$ cat src/rtl/ic_arb_2to1.sv
// Two-requester arbiter that shares one req/gnt/recv/ack target port between m0 and m1.
// Latency: one cycle of arbitration in IDLE, then the target's gnt and response pass through combinationally.
// Backpressure: only the owner sees the target's s_gnt and drives s_ack; the other requester waits with gnt/recv low.
`timescale 1ns/1ps
module ic_arb_2to1 #(
   parameter bit FIXED_PRIO = 1'b0,
   parameter bit M1_FIRST   = 1'b0
) (
   input  logic        g_clk,
   input  logic        g_resetn,
   // requester 0
   input  logic        m0_req,
   input  logic        m0_wen,
   input  logic [3:0]  m0_strb,
   input  logic [31:0] m0_wdata,
   input  logic [31:0] m0_addr,
   output logic        m0_gnt,
   output logic        m0_recv,
   input  logic        m0_ack,
   output logic        m0_error,
   output logic [31:0] m0_rdata,
   // requester 1
   input  logic        m1_req,
   input  logic        m1_wen,
   input  logic [3:0]  m1_strb,
   input  logic [31:0] m1_wdata,
   input  logic [31:0] m1_addr,
   output logic        m1_gnt,
   output logic        m1_recv,
   input  logic        m1_ack,
   output logic        m1_error,
   output logic [31:0] m1_rdata,
   // shared target
   output logic        s_req,
   output logic        s_wen,
   output logic [3:0]  s_strb,
   output logic [31:0] s_wdata,
   output logic [31:0] s_addr,
   input  logic        s_gnt,
   input  logic        s_recv,
   output logic        s_ack,
   input  logic        s_error,
   input  logic [31:0] s_rdata
);

   typedef enum logic [1:0] {
      IDLE = 2'd0,
      REQ  = 2'd1,
      RSP  = 2'd2
   } state_t;

   state_t state;
   state_t state_nxt;
   logic   owner;       // 0 = m0, 1 = m1
   logic   owner_nxt;
   logic   last;        // port that won the most recent granted transfer
   logic   last_nxt;
   logic   pick;
   logic   own_req;
   logic   own_ack;
   logic   in_req;
   logic   in_rsp;

   // Outputs are forced low while reset is held, even before the first reset edge.
   assign in_req  = g_resetn && (state == REQ);
   assign in_rsp  = g_resetn && (state == RSP);
   assign own_req = owner ? m1_req : m0_req;
   assign own_ack = owner ? m1_ack : m0_ack;

   // Winner selection: a lone requester wins; contention goes to m0 or to the port that did not win last.
   always_comb begin
      pick = 1'b0;
      if (m0_req && m1_req) begin
         pick = FIXED_PRIO ? 1'b0 : ~last;
      end else begin
         pick = m1_req;
      end
   end

   // Next-state logic: one outstanding transaction, owner fixed from arbitration until the response completes.
   always_comb begin
      state_nxt = state;
      owner_nxt = owner;
      last_nxt  = last;
      case (state)
         IDLE: begin
            if (m0_req || m1_req) begin
               owner_nxt = pick;
               state_nxt = REQ;
            end
         end
         REQ: begin
            if (!own_req) begin
               // owner withdrew before gnt: abandon without touching the RR pointer
               state_nxt = IDLE;
            end else if (s_gnt) begin
               last_nxt  = owner;
               state_nxt = RSP;
            end
         end
         RSP: begin
            if (s_recv && own_ack) begin
               state_nxt = IDLE;
            end
         end
         default: begin
            state_nxt = IDLE;
         end
      endcase
   end

   // State, owner and round-robin pointer registers with synchronous reset.
   always_ff @(posedge g_clk) begin
      if (!g_resetn) begin
         state <= IDLE;
         owner <= 1'b0;
         last  <= M1_FIRST ? 1'b0 : 1'b1;
      end else begin
         state <= state_nxt;
         owner <= owner_nxt;
         last  <= last_nxt;
      end
   end

   // Request path: owner's payload to the target in REQ, target gnt back to the owner only.
   always_comb begin
      s_req   = 1'b0;
      s_wen   = 1'b0;
      s_strb  = 4'h0;
      s_wdata = 32'h0;
      s_addr  = 32'h0;
      m0_gnt  = 1'b0;
      m1_gnt  = 1'b0;
      if (in_req) begin
         s_req = own_req;
         if (owner) begin
            s_wen   = m1_wen;
            s_strb  = m1_strb;
            s_wdata = m1_wdata;
            s_addr  = m1_addr;
            m1_gnt  = s_gnt;
         end else begin
            s_wen   = m0_wen;
            s_strb  = m0_strb;
            s_wdata = m0_wdata;
            s_addr  = m0_addr;
            m0_gnt  = s_gnt;
         end
      end
   end

   // Response path: target response to the owner in RSP, owner's ack back to the target.
   always_comb begin
      m0_recv  = 1'b0;
      m0_error = 1'b0;
      m0_rdata = 32'h0;
      m1_recv  = 1'b0;
      m1_error = 1'b0;
      m1_rdata = 32'h0;
      s_ack    = 1'b0;
      if (in_rsp) begin
         s_ack = own_ack;
         if (owner) begin
            m1_recv  = s_recv;
            m1_error = s_error;
            m1_rdata = s_rdata;
         end else begin
            m0_recv  = s_recv;
            m0_error = s_error;
            m0_rdata = s_rdata;
         end
      end
   end

endmodule

$ cat config.mk
export PLATFORM = sky130hd
export DESIGN_NAME = ic_arb_2to1
export DESIGN_NICKNAME = d
export VERILOG_FILES = /design/src/rtl/ic_arb_2to1.sv
export SDC_FILE = /design/constraint.sdc
export NUM_CORES = 1
export LEC_CHECK = 0
export ABC_CLOCK_PERIOD_IN_PS = 2200
export CAP_MARGIN = 20
export CORE_AREA = 2 2 123 125
export CTS_CLUSTER_SIZE = 12
export DETAILED_ROUTE_END_ITERATION = 16
export DIE_AREA = 0 0 125 127
export SKIP_CTS_REPAIR_TIMING = 1
export SYNTH_ARGS = -nofsm -noshare
export SYNTH_HDL_FRONTEND = slang
export SYNTH_SLANG_ARGS = --single-unit
$ cat constraint.sdc
create_clock -name g_clk -period 2.2 [get_ports g_clk]
set_clock_uncertainty 0.05 [all_clocks]
set_input_delay 0.44 -clock g_clk [delete_from_list [all_inputs] [get_ports g_clk]]
set_output_delay 0.44 -clock g_clk [all_outputs]
set_load 0.01 [all_outputs]
# == After elaboration in Yosys (flattened, before gate mapping) ==
# Index checks and enable logic that the tools add are counted.
# totals
in_bits,179
elab_cells,52
output_inout_bits,141
regBits,4
# op_classes
n_reduce_logical,9
n_eq_ne,5
muxes,34
bitwise_logic,1
# ops
op,n
2-to-1 mux 32 bit,8
2-to-1 mux 1 bit,19
2-to-1 mux 2 bit,4
2-to-1 mux 4 bit,2
case mux 2 bit (3 select lines),1
AND reduction 3 bit,2
logical AND 1 bit,4
!= test 3 bit (second input constant),1
== test 2 x 1 -> 1 bit (second input constant),1
== test 2 bit (second input constant),1
logical NOT 2 bit,1
!= test 2 x 1 -> 1 bit (second input constant),1
!= test 2 bit (second input constant),1
AND reduction 2 bit,1
logical OR 1 bit,1
NOT 1 bit,1

# == Depth between registers and ports, before layout ==
# depth
depth_word,4
ltp_mapped,5
ltp_nobuf,3

# == Worst setup path before layout ==
# OpenSTA, ideal clock, no wires.
# synth_path
kind,register -> output
start,register owner
end,output s_addr[0]
slack_ns,0.681
n_path_buf,2
path_stages_with_launch,5
arrival_ns,1.029
required_time_ns,1.710
cell_sequence,dfxtp_1 > buf_4 > buf_2 > mux2i_1 > nor2_1
# synth_between
elab_chain_len,2
# synth_lines
item,line,rtl
start: declaration,54,logic owner;
start signal: assignment,120,owner <= owner_nxt;
2-to-1 mux 32 bit,136,if (owner) begin
2-to-1 mux 32 bit,134,if (in_req) begin
end: declaration,38,"output logic [31:0] s_addr,"
# Every way passes these cells.

# == Worst setup path after layout ==
# layout_path
start,register owner
end,output m1_rdata[6]
# layout_between
elab_chain_len,2
# layout_lines
item,line,rtl
2-to-1 mux 32 bit,163,if (owner) begin
2-to-1 mux 32 bit,161,if (in_rsp) begin
end: declaration,32,"output logic [31:0] m1_rdata,"
# Every way passes these cells.

==> qor.csv <==
metric,value,unit
hold_viol,0,
critical_path_peak_fanout,8,
end_kind,primary output,
utilization,40.47,%
initial_utilization,12.11,%
grt_pass1_vias,3062,
status,finished clean,
r2r_end,last,
synth_top_area_cell,mux2i_1,
worstHoldEndpoint,last,
clockBufferDepth,2,
synthArstFlopShare,0,%
slew_headroom,78.39,%
p_leak,4.577,nW
hold_path.class,reg -> reg,
reg2reg_depth,5,
diodes,0,
clk_latency,0.23,ns
startpoint_type,register,
fin_crit,2.005,ns
drive_gt1_share,6.644,%
fin_hold_ws,0.4581,ns
drtIter0Drc,34,
crit_family,buffers and inverters,
grt_usage,12.43,%
critical_path_class,reg -> out,
cts_made_buffers,3,
route.detailed.drc,0,
rrSetupSlack,0.62,ns
seq_area_frac_synth,4.585,%
worstHoldPathCells,2,
cts.reportedPaths.clkPinSlew,0.03,ns
maxCapViolCount,0,
fin_nets,767,
fmaxAchievable,498.7,MHz
rows,44,
syn_area,0.001747,mm^2
core-area,0.01442,mm^2
vias,3089,
viasPerCell,4.006,
root_buffer,clkbuf_16,
htree_num_levels,1,
die_y,127,um
synthTopCellsByArea,"mux2i_1 (41%), and2_1 (24%), nor2_1 (16%), dfxtp_1 (4.6%), buf_2 (4.0%)",
slew_viol_final,0,
critPathSlowestCell,dfxtp_4,
wl,11920,um
grt_max_degree,67,
dpl.hpwl,9153,um
finalCritPeriodShare,91.14,%
powerDensity,203.6,mW/mm^2
syn_nets,437,
wl_per_cell,15.46,um
hold_start,last,
yosysMostFrequentCell,nor2_1,
synth_commonest_cells,"nor2_1 (73), mux2i_1 (71), and2_1 (68)",
io_buffers,319,
synthDistinctLibCells,22,
grt_pass1_wl,16240,um
crit_required,1.71,ns
cts_tree,done,
die_w,125,um
grt-ovfl-total,0,
antenna_left,0,
tightest_slew,0.3237,ns
synth_seq_cells,4,
io_pins,320,
crit_buf_inv,4,
clock_sinks,4,
dr.pass1.iters,4,
syn_inst,258,
place.gp.congestion,0.8064,
cpPeakStageDelay,0.40,ns
rsz0062_at_grt,false,
n_fill_cell,1435,
timing.rr.start,owner,
tns,0,ns
vdd_drop_max,0.1424,mV
crit_path_cell_trace,inv_2 -> nor2_4 -> buf_6 -> buf_4 -> and2_1 -> dlymetal6s2s_1,
syn_to_final_growth,234.2,%
antenna_found_initial,0,
critical_path_arrival,1.52,ns
yosysTopAreaCellShare,40.69,%
ys.flop_type,dfxtp_1,
avgSynthCellArea,6.770,um^2
ys_warn_count,0,
die-area,0.01588,mm^2
setup_viol_count_final,0,
finalPower,1.189,mW
synth_edf_count,0,
[per-stage QoR]
stage / instances / setup slack, ns / area, um^2
4_1_cts: 764 / -0.7683 / 5383
2_1_floorplan: 258 / 0.6810 / 1747
3_3_place_gp: 760 / -0.7266 / 5304
3_5_place_dp: 760 / -0.7417 / 5304
6_report: 771 / 0.1950 / 5837
5_1_grt: 771 / 0.1152 / 5837
[state kept, by name (all words and copies together), names as in the netlist]
| register | count |
|---|---|
| state | 2 |
| last | 1 |
| owner | 1 |
[power by group]
group,internal (mW),switching (mW),total (mW)
clock,0.240,0.0593,0.299
combinational,0.527,0.275,0.802
sequential,0.0787,0.00889,0.0876
[layout by cell type (no fill, tap or decap), drive strengths merged, types with 2 or more instances in the layout]
cell type and instances:
nor2 75, nand2 2, dlymetal6s2s 142, buf 25
clkbuf 7, mux2i 71, inv 3, o22ai 2
nand3b 2, dfxtp 4, and3 3, and2 68
clkdlybuf4s50 176
[worst max path at each step]
stage | start | end | slack (ns) | depth (start not counted)
after global placement | g_resetn | s_addr[0] | -0.73 | 5
final | owner | m1_rdata[6] | 0.19 | 6
after floorplan | owner | s_addr[0] | 0.68 | 4
after CTS | g_resetn | s_wdata[15] | -0.77 | 5
after detailed placement | g_resetn | s_wdata[15] | -0.74 | 5
after global routing | owner | m1_rdata[6] | 0.12 | 6
[cell families after synthesis]
family          synth area share (%)
compound gates                 2.292
buf+inv                        6.806
flops                          4.585
mux                            40.69
simple gates                   45.63
[layer usage]
metal / GRT usage [%] / up-vias / wire (um)
met5: 0 / - / 0
met2: 24.17 / 165 / 6397
li1: - / 1507 / -
met3: 2.973 / 16 / 835
met1: 13.55 / 1401 / 4509
met4: 2.941 / 0 / 180
[worst reg2reg max path: cells and delay by family, from the launching register on]
kind	cells	cell delay, ns
AO/OA/AOI/OAI	1	0.17
buffers and inverters	2	0.36
flip-flops	1	0.40
multiplexers	1	0.13
AND/OR/NAND/NOR	1	0.38
[layout make-up]
cell class / instances / area (um^2) / area share (%)
flip-flops and latches: 4 / 86.33 / 1.479
inverters: 3 / 11.26 / 0.1929
multi-input cells: 230 / 1551 / 26.58
repair buffers: 346 / 3879 / 66.45
well taps: 184 / 230.2 / 3.944
clock buffers: 4 / 78.83 / 1.350
Note: power is estimated with default switching activity, not from simulation.
